==> src/rtl/uv_rst_seq.sv <==
// Reset sequencer: merges chip reset with sw/wdt/dbg requests, holds all domain resets,
// then releases the domains in index order with a fixed gap. Keeps a sticky reset-cause record.
module uv_rst_seq #(
    parameter int DOMAINS     = 3,
    parameter int HOLD_CYCLES = 16,
    parameter int GAP_CYCLES  = 4,
    parameter int SYNC_STAGE  = 2
) (
    input  logic               clk,
    input  logic               rst_n,
    input  logic               sw_rst_req,
    input  logic               wdt_rst_req,
    input  logic               dbg_rst_req,
    input  logic               cause_clr,
    output logic [DOMAINS-1:0] domain_rst_n,
    output logic               rst_busy,
    output logic [3:0]         rst_cause
);

    localparam int MAXC = (HOLD_CYCLES > GAP_CYCLES) ? HOLD_CYCLES : GAP_CYCLES;
    localparam int CW   = $clog2(MAXC + 1);
    localparam int IW   = $clog2(DOMAINS + 1);

    typedef enum logic [1:0] {
        ST_ASSERT  = 2'd0,
        ST_RELEASE = 2'd1,
        ST_RUN     = 2'd2
    } state_t;

    logic [SYNC_STAGE-1:0] sync_q;
    logic                  srst_n;

    state_t               state_q, state_d;
    logic [CW-1:0]        cnt_q, cnt_d;
    logic [IW-1:0]        idx_q, idx_d;
    logic [DOMAINS-1:0]   dom_q, dom_d;
    logic                 busy_q;
    logic [3:0]           cause_q, cause_d;
    logic                 trig;

    // Assertion is immediate through the flop async resets; release waits SYNC_STAGE edges.
    always_ff @(posedge clk or negedge rst_n) begin
        if (!rst_n) sync_q <= '0;
        else        sync_q <= {sync_q[SYNC_STAGE-2:0], 1'b1};
    end
    assign srst_n = sync_q[SYNC_STAGE-1];

    assign trig = sw_rst_req | wdt_rst_req | dbg_rst_req;

    always_comb begin
        state_d = state_q;
        cnt_d   = cnt_q;
        idx_d   = idx_q;
        dom_d   = dom_q;
        cause_d = (cause_clr ? 4'b0000 : cause_q) | {dbg_rst_req, wdt_rst_req, sw_rst_req, 1'b0};

        if (trig) begin
            // Any request restarts the whole sequence, including already released domains.
            state_d = ST_ASSERT;
            cnt_d   = '0;
            idx_d   = '0;
            dom_d   = '0;
        end else begin
            case (state_q)
                ST_ASSERT: begin
                    dom_d = '0;
                    if (cnt_q == CW'(HOLD_CYCLES - 1)) begin
                        cnt_d    = '0;
                        dom_d[0] = 1'b1;
                        if (DOMAINS == 1) begin
                            state_d = ST_RUN;
                        end else begin
                            state_d = ST_RELEASE;
                            idx_d   = IW'(1);
                        end
                    end else begin
                        cnt_d = cnt_q + CW'(1);
                    end
                end
                ST_RELEASE: begin
                    if (cnt_q == CW'(GAP_CYCLES - 1)) begin
                        cnt_d = '0;
                        for (int i = 0; i < DOMAINS; i++) begin
                            if (idx_q == IW'(i)) dom_d[i] = 1'b1;
                        end
                        if (idx_q == IW'(DOMAINS - 1)) state_d = ST_RUN;
                        else                           idx_d   = idx_q + IW'(1);
                    end else begin
                        cnt_d = cnt_q + CW'(1);
                    end
                end
                ST_RUN: begin
                    dom_d = '1;
                end
                default: begin
                    state_d = ST_ASSERT;
                    cnt_d   = '0;
                    idx_d   = '0;
                    dom_d   = '0;
                end
            endcase
        end
    end

    always_ff @(posedge clk or negedge srst_n) begin
        if (!srst_n) begin
            state_q <= ST_ASSERT;
            cnt_q   <= '0;
            idx_q   <= '0;
            dom_q   <= '0;
            busy_q  <= 1'b1;
            cause_q <= 4'b0001;
        end else begin
            state_q <= state_d;
            cnt_q   <= cnt_d;
            idx_q   <= idx_d;
            dom_q   <= dom_d;
            busy_q  <= (state_d != ST_RUN);
            cause_q <= cause_d;
        end
    end

    assign domain_rst_n = dom_q;
    assign rst_busy     = busy_q;
    assign rst_cause    = cause_q;

endmodule

==> config.mk <==
export PLATFORM = sky130hd
export DESIGN_NAME = uv_rst_seq
export DESIGN_NICKNAME = d
export VERILOG_FILES = /design/src/rtl/uv_rst_seq.sv
export SDC_FILE = /design/constraint.sdc
export NUM_CORES = 1
export LEC_CHECK = 0
export ABC_AREA = 1
export CAP_MARGIN = 20
export CORE_MARGIN = 1
export CORE_UTILIZATION = 40
export DETAILED_ROUTE_END_ITERATION = 10
export PLACE_DENSITY_LB_ADDON = 0.1
export SYNTH_ARGS = -nofsm -noshare
export SYNTH_HDL_FRONTEND = slang
export SYNTH_SLANG_ARGS = --single-unit
==> constraint.sdc <==
create_clock -name clk -period 0.8 [get_ports clk]
set_input_delay 0.16 -clock clk [delete_from_list [all_inputs] [get_ports clk]]
set_output_delay 0.16 -clock clk [all_outputs]
set_load 0.02 [all_outputs]
* Word level (Yosys, flattened, before mapping) *
Cells that the tools add are included.

cells by class
  add/subtract/negate cells = 2
  equal/unequal tests = 14
  mux-type cells = 22
  bitwise logic cells = 3
  reduce and logical (&&, ||, !) cells = 6

operators with widths
  kind                                                                    number
  3-bit != test (second input constant)                                   6
  2-bit two-way mux                                                       8
  5-bit two-way mux                                                       3
  5-bit one-hot mux with 3 select lines                                   1
  2-bit one-hot mux with 3 select lines                                   2
  3-bit one-hot mux with 3 select lines                                   1
  3-bit two-way mux                                                       2
  2-bit AND reduction                                                     3
  5-bit by 1-bit adder with 5-bit output (second input constant)          1
  5-bit by 2-bit equality test with 1-bit output (second input constant)  1
  5-bit by 4-bit equality test with 1-bit output (second input constant)  1
  2-bit by 1-bit equality test with 1-bit output (second input constant)  2
  2-bit equality test (second input constant)                             2
  2-bit zero test                                                         2
  1-bit two-way mux                                                       4
  4-bit two-way mux                                                       1
  2-bit != test (second input constant)                                   2
  4-bit OR                                                                1
  4-bit AND reduction                                                     1
  2-bit by 1-bit adder with 2-bit output (second input constant)          1
  1-bit OR                                                                2

word-level totals
  bits in registers = 19

* Logic depth before layout (Yosys ltp) *
Gate-level depths: netlist of the first run.

  word-level depth = 6
  gate-level depth with buffers = 9

* Worst setup path before layout of the first run *
Ideal clock, no wire load.

  path kind = flip-flop to flip-flop
  start point = register cnt_q[0]
  end point = register idx_q[0]
  setup time = 0.119 ns
  data arrival time = 1.325 ns
  required time = 0.681 ns
  path slack = -0.644 ns
  stages on the path, launching flop included = 9
  clock period less this slack = 1.444 ns
  path through = dfrtp_1 > ha_1 > nand3_1 > inv_1 > ha_1 > nor2_1 > nor2_1 > a21oi_1 > nor2_1

on the way
  longest elaborated chain between the ends = 3
  elaborated cells between the ends (all ways) = 5
  those cells by class = 4 x eq/ne; 1 x reduce/logical

ends and longest elaborated chain
  element                                                                                                                  RTL line  RTL
  start: declaration                                                                                                       34        logic [CW-1:0] cnt_q, cnt_d;
  start signal: assignment                                                                                                 115       cnt_q <= cnt_d;
  5-bit by 2-bit equality test with 1-bit output / 5-bit by 4-bit equality test with 1-bit output (equally long branches)  81, 67
  3-bit != test (no line)                                                                                                  n/a
  4-bit AND reduction (no line) *                                                                                          n/a
  end signal: assignment                                                                                                   116       idx_q <= idx_d;
  end: declaration                                                                                                         35        logic [IW-1:0] idx_q, idx_d;

Mark *: on every way between the ends. The rest lies on a longest branch, timed or not.
A chain may end at the register's enable or synchronous reset.

* Worst setup path in the final report of the first run *
  start point = register cnt_q[0]
  end point = register cnt_q[3]

on the way
  longest elaborated chain between the ends = 4
  elaborated cells between the ends (all ways) = 7
  those cells by class = 1 x add/sub; 2 x eq/ne; 4 x mux

ends and longest elaborated chain
  element                                                         RTL line  RTL
  5-bit by 1-bit adder with 5-bit output (tied with other cells)  77, 89
  5-bit two-way mux (on tied branches)                            81, 67
  5-bit one-hot mux with 3 select lines *                         64        case (state_q)
  5-bit two-way mux *                                             57        if (trig) begin

Marked as above.

==> results.txt, run 1 <==
- Status: finished with violations
- The final reports fail on negative hold slack, negative setup slack.
- For this design the total switching power over the nets is about 410 µW.
- Total design power: about 1.7 mW
- For this run, the top clock speed supported by timing is between 700 and 800 MHz.
- Area taken by flip-flops and latches: 478 µm²
- Of all flip-flops after synthesis, the portion carrying an async set or reset was 100%.
- In the final layout, the multi-input gates occupy 658 µm².
* Core Footprint: approximately 2500 µm²
* Number of enable-type register cells in the synthesized netlist: 0
- Antenna diode count: 0
- TritonCTS built the clock tree.
- Count of input and output buffers: 13
- The number of nets handed over by synthesis was about 140.
- Clock period minus final worst setup slack: between 1000 and 1500 ps
- Drt via density: 4.71
* Unique cell type count in the Yosys netlist: 21
* Number of instances in the synthesized netlist: roughly 130
* Data required time of the worst path: approximately 1100 ps
- Finished Core Util: 67.5%
- Proportion of total power due to net switching: between 20% and 30%
* Vertical die dimension: 53.6 µm
* Worst path setup slack after routing: -608 ps
- Dominant synthesized flop cell: dfrtp_1
- Number of gates on the worst path with buffers counted: 9
- After floorplanning, the core was divided into 18 placement rows.
- Final #Nets: 191
* Gr ovfl total: 0
* RR Startpoint: cnt_q[0]$_DFFE_PN0N_
- Hold buffer count at cts: 0
* Synth top area cells: dfrtp_1, ha_1, nand2_1
* Internal power consumption: roughly 1.2 mW
- Yosys printed 0 warnings.
- Number of max-cap violations: 0
* Portion of total power attributed to combinational logic: 9.1%
- In the final routed layout, each cell accounts on average for 12.7 µm.
* Logic depth of the worst register-to-register path: 9
- Following the worst setup path forward leads to its endpoint at cnt_q[3]$_DFFE_PN0N_.
* Cells along the critical path: ha_4 > nand3_4 > inv_2 > ha_4 > nor2_4 > inv_2 > nand2_4 > nand2_1 > o21ai_2
* HPWL reported at the end of detailed placement: between 1.5 and 2 mm
- Element type at the critical path end: register
- Delay-heaviest family, CP: flip-flops
* Seq/Total Area, Yosys: around 45%
* Final setup violating endpoints: 21
* Vias in the first global route: ~1,000
- Number of I/O pins: 14
- On the worst path, the slowest cell contributes a delay of between 400 and 500 ps.
- Clk_skew: approximately 1.9 ps
* Sequential group share of total power: between 50% and 60%
- Yosys instantiated no cell more often than nand2_1.
- CTS clock-pin slew for the worst setup and hold paths: ~110 ps
* Master of the slowest instance on the critical path: dfrtp_1
* GRT met2 Usage: 35.0%
* Clock tree root buffer cell: clkbuf_4
- In this run the worst setup path begins at cnt_q[0]$_DFFE_PN0N_.
- GRT Max-Usage Layer: met2
- Share of cells above drive strength 1: 54.0%
- Global routing used roughly 20% of the available tracks.
- First-pass iteration count of the detailed router: 4
- After routing the design area is about 1700 µm².
* Later-pin clock latency in the skew report: a little over 300 ps
* Largest area contributor in the netlist: dfrtp_1
- Type of the worst setup path: reg2reg
- The detailed router finished its first iteration with 7 violations.
- Num CTS Buffers: 3
- Post-place instance area: 1430 µm²
- DR DRC count: 0
* Met3 global-route usage: 4.24%
* Largest net degree at the start of global routing: 11
- Counting both buffers and inverters, the worst setup path holds a total of 2.
- Share of the synthesized area in the top cell type: 39.9%
- The count of endpoints failing hold in the final timing report was 1.
* Final worst-path cycle share: 176%
- TritonCTS Sinks: 19
- For met1 alone, demand over resource in global routing was ~25%.
- Final hold analysis gives a worst-case slack of -0.336 ps.
- Placer Congestion: between 0.7 and 0.8
- Each instance of the synthesized netlist takes up on average about 8.5 µm².
- Setup repair after global routing could not meet its margin everywhere.
- Commonest cells in the netlist: nand2_1, dfrtp_1, inv_1, nand3_1, ha_1
- Slack of the worst reg-to-reg path: -610 ps
* Initial antenna violation count: 0
- Count of pins over their slew limit: 0
- Of the total power, the clock network draws 31.2%.
* R2R Path End: cnt_q[3]$_DFFE_PN0N_
* DR vias: between 900 and 1,000
- In this run the worst path has a maximum fanout of 4.
- Leakage: around 0.79 nW
- Wirelength, routed: 2.59 mm
- CTS built an H-tree with a depth of 1.
- The first global-routing pass estimated 4.06 mm of wire.
- Post-Synthesis Cell Area: between 1000 and 1500 µm²
- The die covers between 2000 and 3000 µm².
* Max VDD drop: roughly 920 µV
- Power spread over the standard cell area amounts to about 980 nW/µm².
- Count of filler cells inserted in the layout: 195
- At the worst endpoint, the arrival time is approximately 1700 ps.
- Layout area overhead: 58.2%
- Chip Width: between 50 and 60 µm
- Detail Route Antenna Nets: 0
* Number of synthesized register bits: 19
- Type of origin of the critical path: register
- Maximum number of buffers from clock root to sink: 2
* Initial Util: between 40 and 50%
- The min-delay analysis places its worst path in the category in2async.
[registers in the layout (all words and copies together), names as in the netlist]
register / flops
rst_busy: 1
state_q: 2
sync_q: 2
rst_cause: 4
domain_rst_n: 3
cnt_q: 5
idx_q: 2
[final cells by class]
type / instances / area share (%)
flip-flops and latches: 19 / 28.3
multi-input cells: 84 / 39.0
well taps: 30 / 2.23
repair buffers: 44 / 23.7
clock buffers: 4 / 1.56
inverters: 23 / 5.12
[routing by layer]
metal | up-vias | part of all wire [%]
li1 | 492 | -
met1 | 454 | 44
met2 | 9 | 53
met3 | 5 | 2.0
met4 | 0 | 1.5
met5 | - | 0
[through the flow]
stage,instances,TNS (ps),setup slack (ps)
global route,204,-10050,-670
global placement,188,-9250,-532
CTS,202,-8410,-573
floorplan,126,-5180,-502
finish,204,-8930,-608
detailed placement,188,-9800,-605
[worst register-to-register path, stage by stage (launching register included)]
cell,delay (ps)
dfrtp_1,430
ha_4,190
nand3_4,90
inv_2,50
ha_4,160
nor2_4,120
inv_2,60
nand2_4,70
nand2_1,60
o21ai_2,120
[power by group through the flow]
stage / clock network, mW / logic (mW) / registers (mW)
floorplan: 0 / 0.0371 / 1.03
global placement: 0 / 0.143 / 1.00
detailed placement: 0 / 0.146 / 1.01
CTS: 0.521 / 0.150 / 0.992
global route: 0.549 / 0.166 / 0.993
finish: 0.518 / 0.151 / 0.991
[how the worst min path moves through the flow]
stage                             start              endpoint  cells past startpoint  slack [ps]
floorplan                         rst_n   sync_q[0]$_DFF_PN0_                      0        -140
global placement    sync_q[1]$_DFF_PN0_  state_q[1]$_DFF_PN0_                      1         170
detailed placement  sync_q[1]$_DFF_PN0_  state_q[0]$_DFF_PN0_                      1         170
CTS                               rst_n   sync_q[0]$_DFF_PN0_                      1           4
global route                      rst_n   sync_q[0]$_DFF_PN0_                      1           1
finish                            rst_n   sync_q[0]$_DFF_PN0_                      1        -0.3
[cells by family (layout without fill, tap and decap cells)]
logic type | count (synthesis) | in the layout | synth area share (%)
and+or+nand+nor | 57 | 57 | 26.8
buffers and inverters | 23 | 71 | 8.10
DFF | 19 | 19 | 44.8
AOI/OAI and AO/OA | 15 | 15 | 7.39
adders and majority gates | 10 | 10 | 11.7
other | 1 | 1 | 0.352
xor gates and xnor gates | 1 | 1 | 0.822
[layout by cell type (no fill, tap or decap)]
master           Yosys  routed
nand2_4              1       3
buf_4                0      26
ha_2                 0       1
clkbuf_1             0       1
nor2_4               2       5
nand2_1             26      20
buf_6                0      12
nor2_1               9       5
a21oi_2              1       5
nand4_1              2       2
inv_2                7      14
nand3_2              1       4
dfrtp_1             17      17
nand2_2              3       7
o21ai_2              0       3
clkdlybuf4s50_1      0       5
o21ai_0              4       3
buf_12               0       1
nand3_4              1       2
a21oi_1              6       2
conb_1               1       1
clkbuf_4             0       3
inv_1               16       9
o21ai_1              4       2
nand3_1             11       7
nor2_2               1       2
ha_1                10       5
dfstp_2              2       2
xor2_1               1       1
ha_4                 0       4
[timing repair]
action	in CTS	in global routing
pin swaps	4	10
endpoints found under the setup margin	21	21
endpoints found under the hold margin	0	0
setup buffers	11	2
resized for setup	62	20
(Power assumes the default switching activity.)
==> run 2, diff against run 1 <==
--- a/config.mk
+++ b/config.mk
@@ -5,7 +5,6 @@
 export SDC_FILE = /design/constraint.sdc
 export NUM_CORES = 1
 export LEC_CHECK = 0
-export ABC_AREA = 1
 export CAP_MARGIN = 20
 export CORE_MARGIN = 1
 export CORE_UTILIZATION = 40
==> run 2 against run 1 <==
Effect of this change:
- the run ends with negative setup slack left
- final cell count shrank 9.3%
- area after synthesis shrank 4.1%
- global-route usage grew 3.2 points
- wire length grew 6.0%
- clock-buffer cell count is the same
- worst hold slack gained 190 ps
- die area shrank 4.0%
- final area grew 4.6%
- fmax shrank 24%
- combinational power grew 6%
- largest cell class unchanged
==> results.txt, run 2 <==
- The run finished, with violations left.
- The checks that failed: negative setup slack.
- Syn avg cell area: around 10 µm²
- Max-cap violations in this run came to 0.
- Dividing the detail-routed wire length by the instance count gives 14.8 µm.
* Worst path setup slack after routing: -1050 ps
- Antenna diode count: 0
- After synthesis, the netlist uses 30 different library cells.
* Worst-case setup slack after placement: -1020 ps
- Gr ovfl total: 0
- The portion of synthesized area spent on multiplexers is 2.94%.
* Starting DRC count in detailed routing: 4
- Flip-flop count of the largest register, all copies and words added: 5
* Count of input and output buffers: 13
* Seq/Total Area, Yosys: 46.8%
- The count of endpoints failing hold in the final timing report is 0.
- Share of cells above drive strength 1: 52.2%
- Share of the synthesized area in the top cell type: about two fifths
- Setup repair after global routing could not meet its margin everywhere.
- The first global-routing pass estimated 4.49 mm of wire.
- Summing the areas of all compound-gate instances in the mapped netlist gives between 10% and 20% of the synthesized area.
- STA classifies the critical path endpoint as a register.
- For this design the top-level I/O count stands at 14.
- All-layer global routing usage: 23.6%
* Synth top area cells: dfrtp_1, ha_1, dfstp_2
* Clock period minus final worst setup slack: around 1800 ps
- Arrival @ worst endpoint: slightly above 2000 ps
* Detail Route Antenna Nets: 0
* Initial Util: about 44%
- Core Footprint: between 2000 and 2500 µm²
* Number of enable-type register cells in the synthesized netlist: 0
* Final worst-path cycle share: 231%
- Dominant synthesized flop cell: dfrtp_1
* Layout area overhead: 72.6%
* Commonest non-fill, non-tap cell in the layout: buf_4
- In this run the horizontal extent of the chip is 52.6 µm.
- The later pin in the worst-skew pair is clocked with a latency of approximately 300 ps.
* Yosys warns: 0
* Most frequent cells in the layout: buf_4, dfrtp_1, buf_6, inv_1
- The longest clock path from root to sink contains 2 buffers.
* Number of synthesized register bits: 19
- Entering global routing, the biggest net connects 18 pins.
* Number of instances in the synthesized netlist: 100
* Largest family of logic cells by synthesized area: simple AND/OR/NAND/NOR gates
* Largest area contributor in the netlist: dfrtp_1
- STA classifies the critical path startpoint as a register.
- Vias in the first global route: just over 1,000
- VDD sags by at most 1110 µV.
* TritonCTS Sinks: 19
- Mapped Nets: 116
* Post-synthesis simple-gate area fraction: 18.4%
- cnt_q holds more flip-flops than any other register.
- First-pass iteration count of the detailed router: 4
- At the end of routability-driven placement, the weighted congestion stood at between 0.8 and 0.9.
* Power Dens Cells: ~940 nW/µm²
* HPWL reported at the end of detailed placement: between 1.5 and 2 mm
- Wires add up to 2.74 mm.
- The die covers roughly 2800 µm².
- CTS built an H-tree with a depth of 1.
* Initial antenna violation count: 0
* Achievable clock frequency: roughly 540 MHz
* Count of pins over their slew limit: 0
- Of all nets on the critical path, the largest fanout is 3.
- By count the netlist is led by dfrtp_1, a21oi_1, ha_1, inv_1, nand2_1.
* Final setup violating endpoints: 21
- Leakage: a little under 0.8 nW
- Drt via density: approximately 5
- Type of the worst setup path: reg2reg
- Clk_skew: 9.93 ps
- Share of the synthesized netlist area taken by xor and xnor gates: 0%
- For this run, asynchronously set or reset flops after synthesis account for 100%.
- Clock tree root buffer cell: clkbuf_4
- In this run the cell area of the synthesized design comes to 1020 µm².
- DR DRC count: 0
- The path class of the tightest hold or removal check is reg2async.
* DR vias: ~940
- The net count of the finished layout is 174.
- Clock tree from TritonCTS: built
- The synthesized netlist devotes around 12% of its cell area to adder and majority cells.
- Cell with the most instances after synthesis: dfrtp_1
- CTS clock-pin slew for the worst setup and hold paths: roughly 120 ps
- STA puts the critical path data required time at ~1000 ps.
* Standard-cell rows: 17
- Clock tree synthesis inserted a total of 3 buffers.
- Total design power: ~1.7 mW
- From bottom edge to top edge, the die measures around 53 µm.
[run 2: power by group]
part | switching [mW] | total [mW] | internal [mW]
Combinational | 0.0686 | 0.160 | 0.0910
Sequential | 0.0132 | 0.992 | 0.979
Clock | 0.313 | 0.507 | 0.194
[run 2: critical path, cell delays in order, from the launching register on]
cell and delay, ps:
dfrtp_1 420, ha_4 180, nand3_4 80, inv_2 50, ha_4 150, nand2b_4 130, a21boi_4 140, or4b_4 480
a21oi_2 160
[run 2: path summary, 6_finish.rpt]
kind                                            from                   end  slack, ps  cells after the start
worst max-delay path            cnt_q[0]$_DFFE_PN0N_  cnt_q[2]$_DFFE_PN0N_      -1050                      8
worst min-delay path             sync_q[1]$_DFF_PN0_  cnt_q[3]$_DFFE_PN0N_        190                      1
worst min register to register   sync_q[1]$_DFF_PN0_  cnt_q[3]$_DFFE_PN0N_        190                      1
worst max register to register  cnt_q[0]$_DFFE_PN0N_  cnt_q[2]$_DFFE_PN0N_      -1050                      8
min in group clk                 sync_q[0]$_DFF_PN0_   sync_q[1]$_DFF_PN0_        360                      0
max in group asynchronous                      rst_n   sync_q[0]$_DFF_PN0_        140                      2
[run 2: cells by family after synthesis]
| kind of cell | after synthesis |
|---|---|
| AO/OA/AOI/OAI | 26 |
| flip-flops | 19 |
| buffers and inverters | 10 |
| AND/OR/NAND/NOR | 31 |
| other | 1 |
| adder cells (fa/ha/maj) | 10 |
| multiplexers | 3 |
[run 2: area by class of cell]
type	count	area, µm²
flip-flops and latches	19	478
fillers	142	554
inverters	8	30.0
well taps	28	35.0
clock buffers	4	26.3
repair buffers	55	485
multi-input cells	71	709
[run 2: what timing repair did]
| action | 4_1_cts | 5_1_grt |
|---|---|---|
| buffers inserted | 7 | 2 |
| pin swaps | 13 | 8 |
| hold buffers | 0 | 1 |
| gates resized for setup | 69 | 11 |
| setup endpoints to repair | 21 | 22 |
| hold endpoints to repair | 0 | 2 |
[run 2: layer usage]
| metal | vias to the layer above | routed length, µm | share of wire (%) | GRT usage (%) |
|---|---|---|---|---|
| met5 | - | 0 | 0 | 0 |
| met2 | 17 | 1420 | 52 | 40.5 |
| met3 | 4 | 45 | 1.6 | 3.48 |
| li1 | 466 | - | - | - |
| met1 | 448 | 1250 | 45 | 29.0 |
| met4 | 0 | 26 | 0.95 | 10.1 |
[run 2: metrics by stage]
step           util (%)  hold slack [ps]  instance area (µm²)  instances  setup TNS, ps
3_5_place_dp       64.8              199                 1500        172         -14110
5_1_grt            76.1              216                 1760        185         -14370
6_report           76.1              190                 1760        185         -13060
4_1_cts            72.9             2.14                 1690        183         -12970
3_3_place_gp       64.8              191                 1500        172         -13720
2_1_floorplan         -             -136                 1080        100          -8620
==> run 3, diff against run 2 <==
--- a/config.mk
+++ b/config.mk
@@ -7,7 +7,7 @@
 export LEC_CHECK = 0
 export CAP_MARGIN = 20
 export CORE_MARGIN = 1
-export CORE_UTILIZATION = 40
+export CORE_UTILIZATION = 47
 export DETAILED_ROUTE_END_ITERATION = 10
 export PLACE_DENSITY_LB_ADDON = 0.1
 export SYNTH_ARGS = -nofsm -noshare
==> run 3 against run 2 <==
Effect of this change:
- the run still ends with negative setup slack left
- utilization up 14 points
- via count up 9.4%
- die area down 14%
- flip-flop and latch count unchanged
- clock skew up 1.5 ps
- register-to-register slack worse by 30 ps
- critical path depth unchanged
- sequential power about the same
- fmax down 1.4%
- total power down 0.41%
- non-clock buffer count up 2
- highest routed layer unchanged
==> results.txt, run 3 (same netlist as run 2, synthesis figures left out) <==
- Violated checks: negative setup slack
* Reg with most FFs: cnt_q
- Data on the critical path is required at its endpoint by about 1000 ps.
* CTS clock-pin slew for the worst setup and hold paths: 100 ps
- Wirelength, routed: 3.34 mm
* Max VDD drop: around 1200 µV
- Chip Width: between 40 and 50 µm
- The library cells used most frequently in the layout, excluding fill and tap cells, are buf_4, dfrtp_1, buf_6, a21oi_2.
- DR DRC count: 0
- Setup slack on the worst reg-to-reg path comes out at -1070 ps.
- Count of placed standard cells including taps: between 150 and 200
* Maximum fanout along the worst path: 3
- 14 I/O pins were placed.
- Number of buffers and inverters on the critical path: 1
* Final setup violating endpoints: 21
- Count of pins over their slew limit: 0
* Worst min path class: in2async
* Flip-flop count of the largest register, all copies and words added: 5
- In the global route stage, overall resource usage came out at between 20% and 30%.
- Cells along the critical path: ha_4 > nand3_2 > inv_2 > ha_4 > nand2b_4 > a21boi_4 > or4b_4 > a21oi_2
- By startpoint and endpoint, the worst setup path is classified as reg2reg.
- The cell that appears most often on the critical path is ha_4.
- HPWL reported at the end of detailed placement: between 1.5 and 2 mm
* Placer Congestion: ~0.82
- Clock tree root buffer cell: clkbuf_4
* Number of max-cap violations: 0
- For this run, the top clock speed supported by timing is 534 MHz.
* Antenna diode count: 0
- On the worst path, the slowest cell contributes a delay of between 400 and 500 ps.
- The clock arrives with approximately 11 ps of skew.
- The worst setup path is captured at a register.
- Once the floorplan was initialized, standard cells occupied approximately half of the core.
* Clk network pwr share: between 30 and 40%
* Vertical die dimension: roughly 49 µm
- For this design the ratio of total power to cell area is about 920 nW/µm².
* Layout area overhead: 75.5%
- Gr ovfl total: 0
- At the later pin of the worst-skew pair, clock insertion delay measures ~310 ps.
- After detailed routing, the average wire length per cell comes to ~18 µm.
- Share of cells above drive strength 1: ~58%
- Counting every sink on the clock net gives 19.
- Maximum number of buffers from clock root to sink: 2
* Final #Nets: between 150 and 200
* Num CTS Buffers: 3
* Final Hold Viols: 0
- Combinational cells account for a little under a tenth of the total power.
- Once layout is complete, the cells apart from fillers number roughly 190.
* Finished Core Util: about nine tenths
- Vias in the first global route: between 1,000 and 1,500
* Clock tree from TritonCTS: built
- Proportion of total power due to net switching: about a quarter
- Master of the slowest instance on the critical path: or4b_4
* Starting DRC count in detailed routing: 15
* DR vias: 1,023
* Worst path setup slack after routing: -1070 ps
- On the critical path the largest part of the delay comes from simple AND/OR/NAND/NOR gates.
- The analysis attributes to net switching a power of between 300 and 400 µW.
- Entering global routing, the biggest net connects 18 pins.
- Final hold slack: around 11 ps
- Prior to clock tree synthesis, the placed netlist has a worst setup slack of -1000 ps.
- First-pass iteration count of the detailed router: 4
* Total design power: 1.65 mW
- Sequential group share of total power: about 60%
- Setup repair after global routing could not meet its margin everywhere.
* Count of input and output buffers: 13
- Internal power consumption: around 1.3 mW
* Core Footprint: 2000 µm²
* Final worst-path cycle share: 234%
- For the worst setup path, the data arrival time is approximately 2100 ps.
- Full die area: 2370 µm²
- The worst setup path is launched from a register.
- Drt via density: 5.50
* Status: finished with violations
- Standard-cell rows: 16
- The layout has 86 filler cells.
- The number of antenna violations at the first check in global routing is 0.
- The worst path in the final design needs a cycle of approximately 1900 ps, including I/O delays and setup.
- Commonest non-fill, non-tap cell in the layout: buf_4
- The count of nets left with antenna violations once routing finished came out at 0.
* First-pass GRT wire length: 4.55 mm
* H-tree levels: 1
- The analysis attributes to cell leakage a power of a little over 0.8 nW.
==> run 3: layer usage <==
metal	GRT usage (%)	vias up	share of wire, %
li1	-	473	-
met1	29.8	495	40
met2	42.8	37	50
met3	6.92	18	4.0
met4	11.8	0	5.8
met5	0	-	0
==> run 3: metrics by stage <==
stage | setup TNS, ps | instance area [µm²]
2_1_floorplan | -8620 | 1080
3_3_place_gp | -13550 | 1500
3_5_place_dp | -14230 | 1500
4_1_cts | -12690 | 1660
5_1_grt | -14770 | 1790
6_report | -13670 | 1790
==> run 3: timing repair <==
action | CTS | global route
gates cloned | 0 | 0
gates resized for setup | 67 | 20
endpoints found under the setup margin | 21 | 21
buffers inserted | 4 | 10
pin swaps | 6 | 12
hold buffers | 0 | 0
==> run 3: layout make-up <==
cell class / count / area, µm² / share of cell area (%)
Multi-Input combinational cell: 71 / 716 / 39.9
Timing Repair Buffer: 57 / 507 / 28.2
Sequential cell: 19 / 478 / 26.6
Inverter: 8 / 33.8 / 1.88
Tap cell: 27 / 33.8 / 1.88
Clock buffer: 4 / 26.3 / 1.46
==> run 3: final timing paths <==
path	start	endpoint	depth (start not counted)
min in group clk	sync_q[0]$_DFF_PN0_	sync_q[1]$_DFF_PN0_	0
worst min-delay path	rst_n	sync_q[0]$_DFF_PN0_	1
max in group asynchronous	sync_q[1]$_DFF_PN0_	rst_busy$_DFF_PN1_	1
worst max register to register	cnt_q[0]$_DFFE_PN0N_	cnt_q[2]$_DFFE_PN0N_	8
worst min register to register	sync_q[1]$_DFF_PN0_	state_q[1]$_DFF_PN0_	1
worst max-delay path	cnt_q[0]$_DFFE_PN0N_	cnt_q[2]$_DFFE_PN0N_	8
==> run 3: power groups by stage <==
stage	Sequential, mW	Clock [mW]	Combinational [mW]
detailed placement	1.01	0	0.143
CTS	0.992	0.503	0.151
finish	0.993	0.500	0.158
floorplan	1.03	0	0.0260
global route	0.995	0.552	0.172
global placement	1.01	0	0.139
==> run 3: worst register-to-register path, cell delays in order, from the launching register on <==
cell and delay (ps):
dfrtp_1 430, ha_4 180, nand3_2 90, inv_2 50, ha_4 150, nand2b_4 140
a21boi_4 150, or4b_4 480, a21oi_2 130
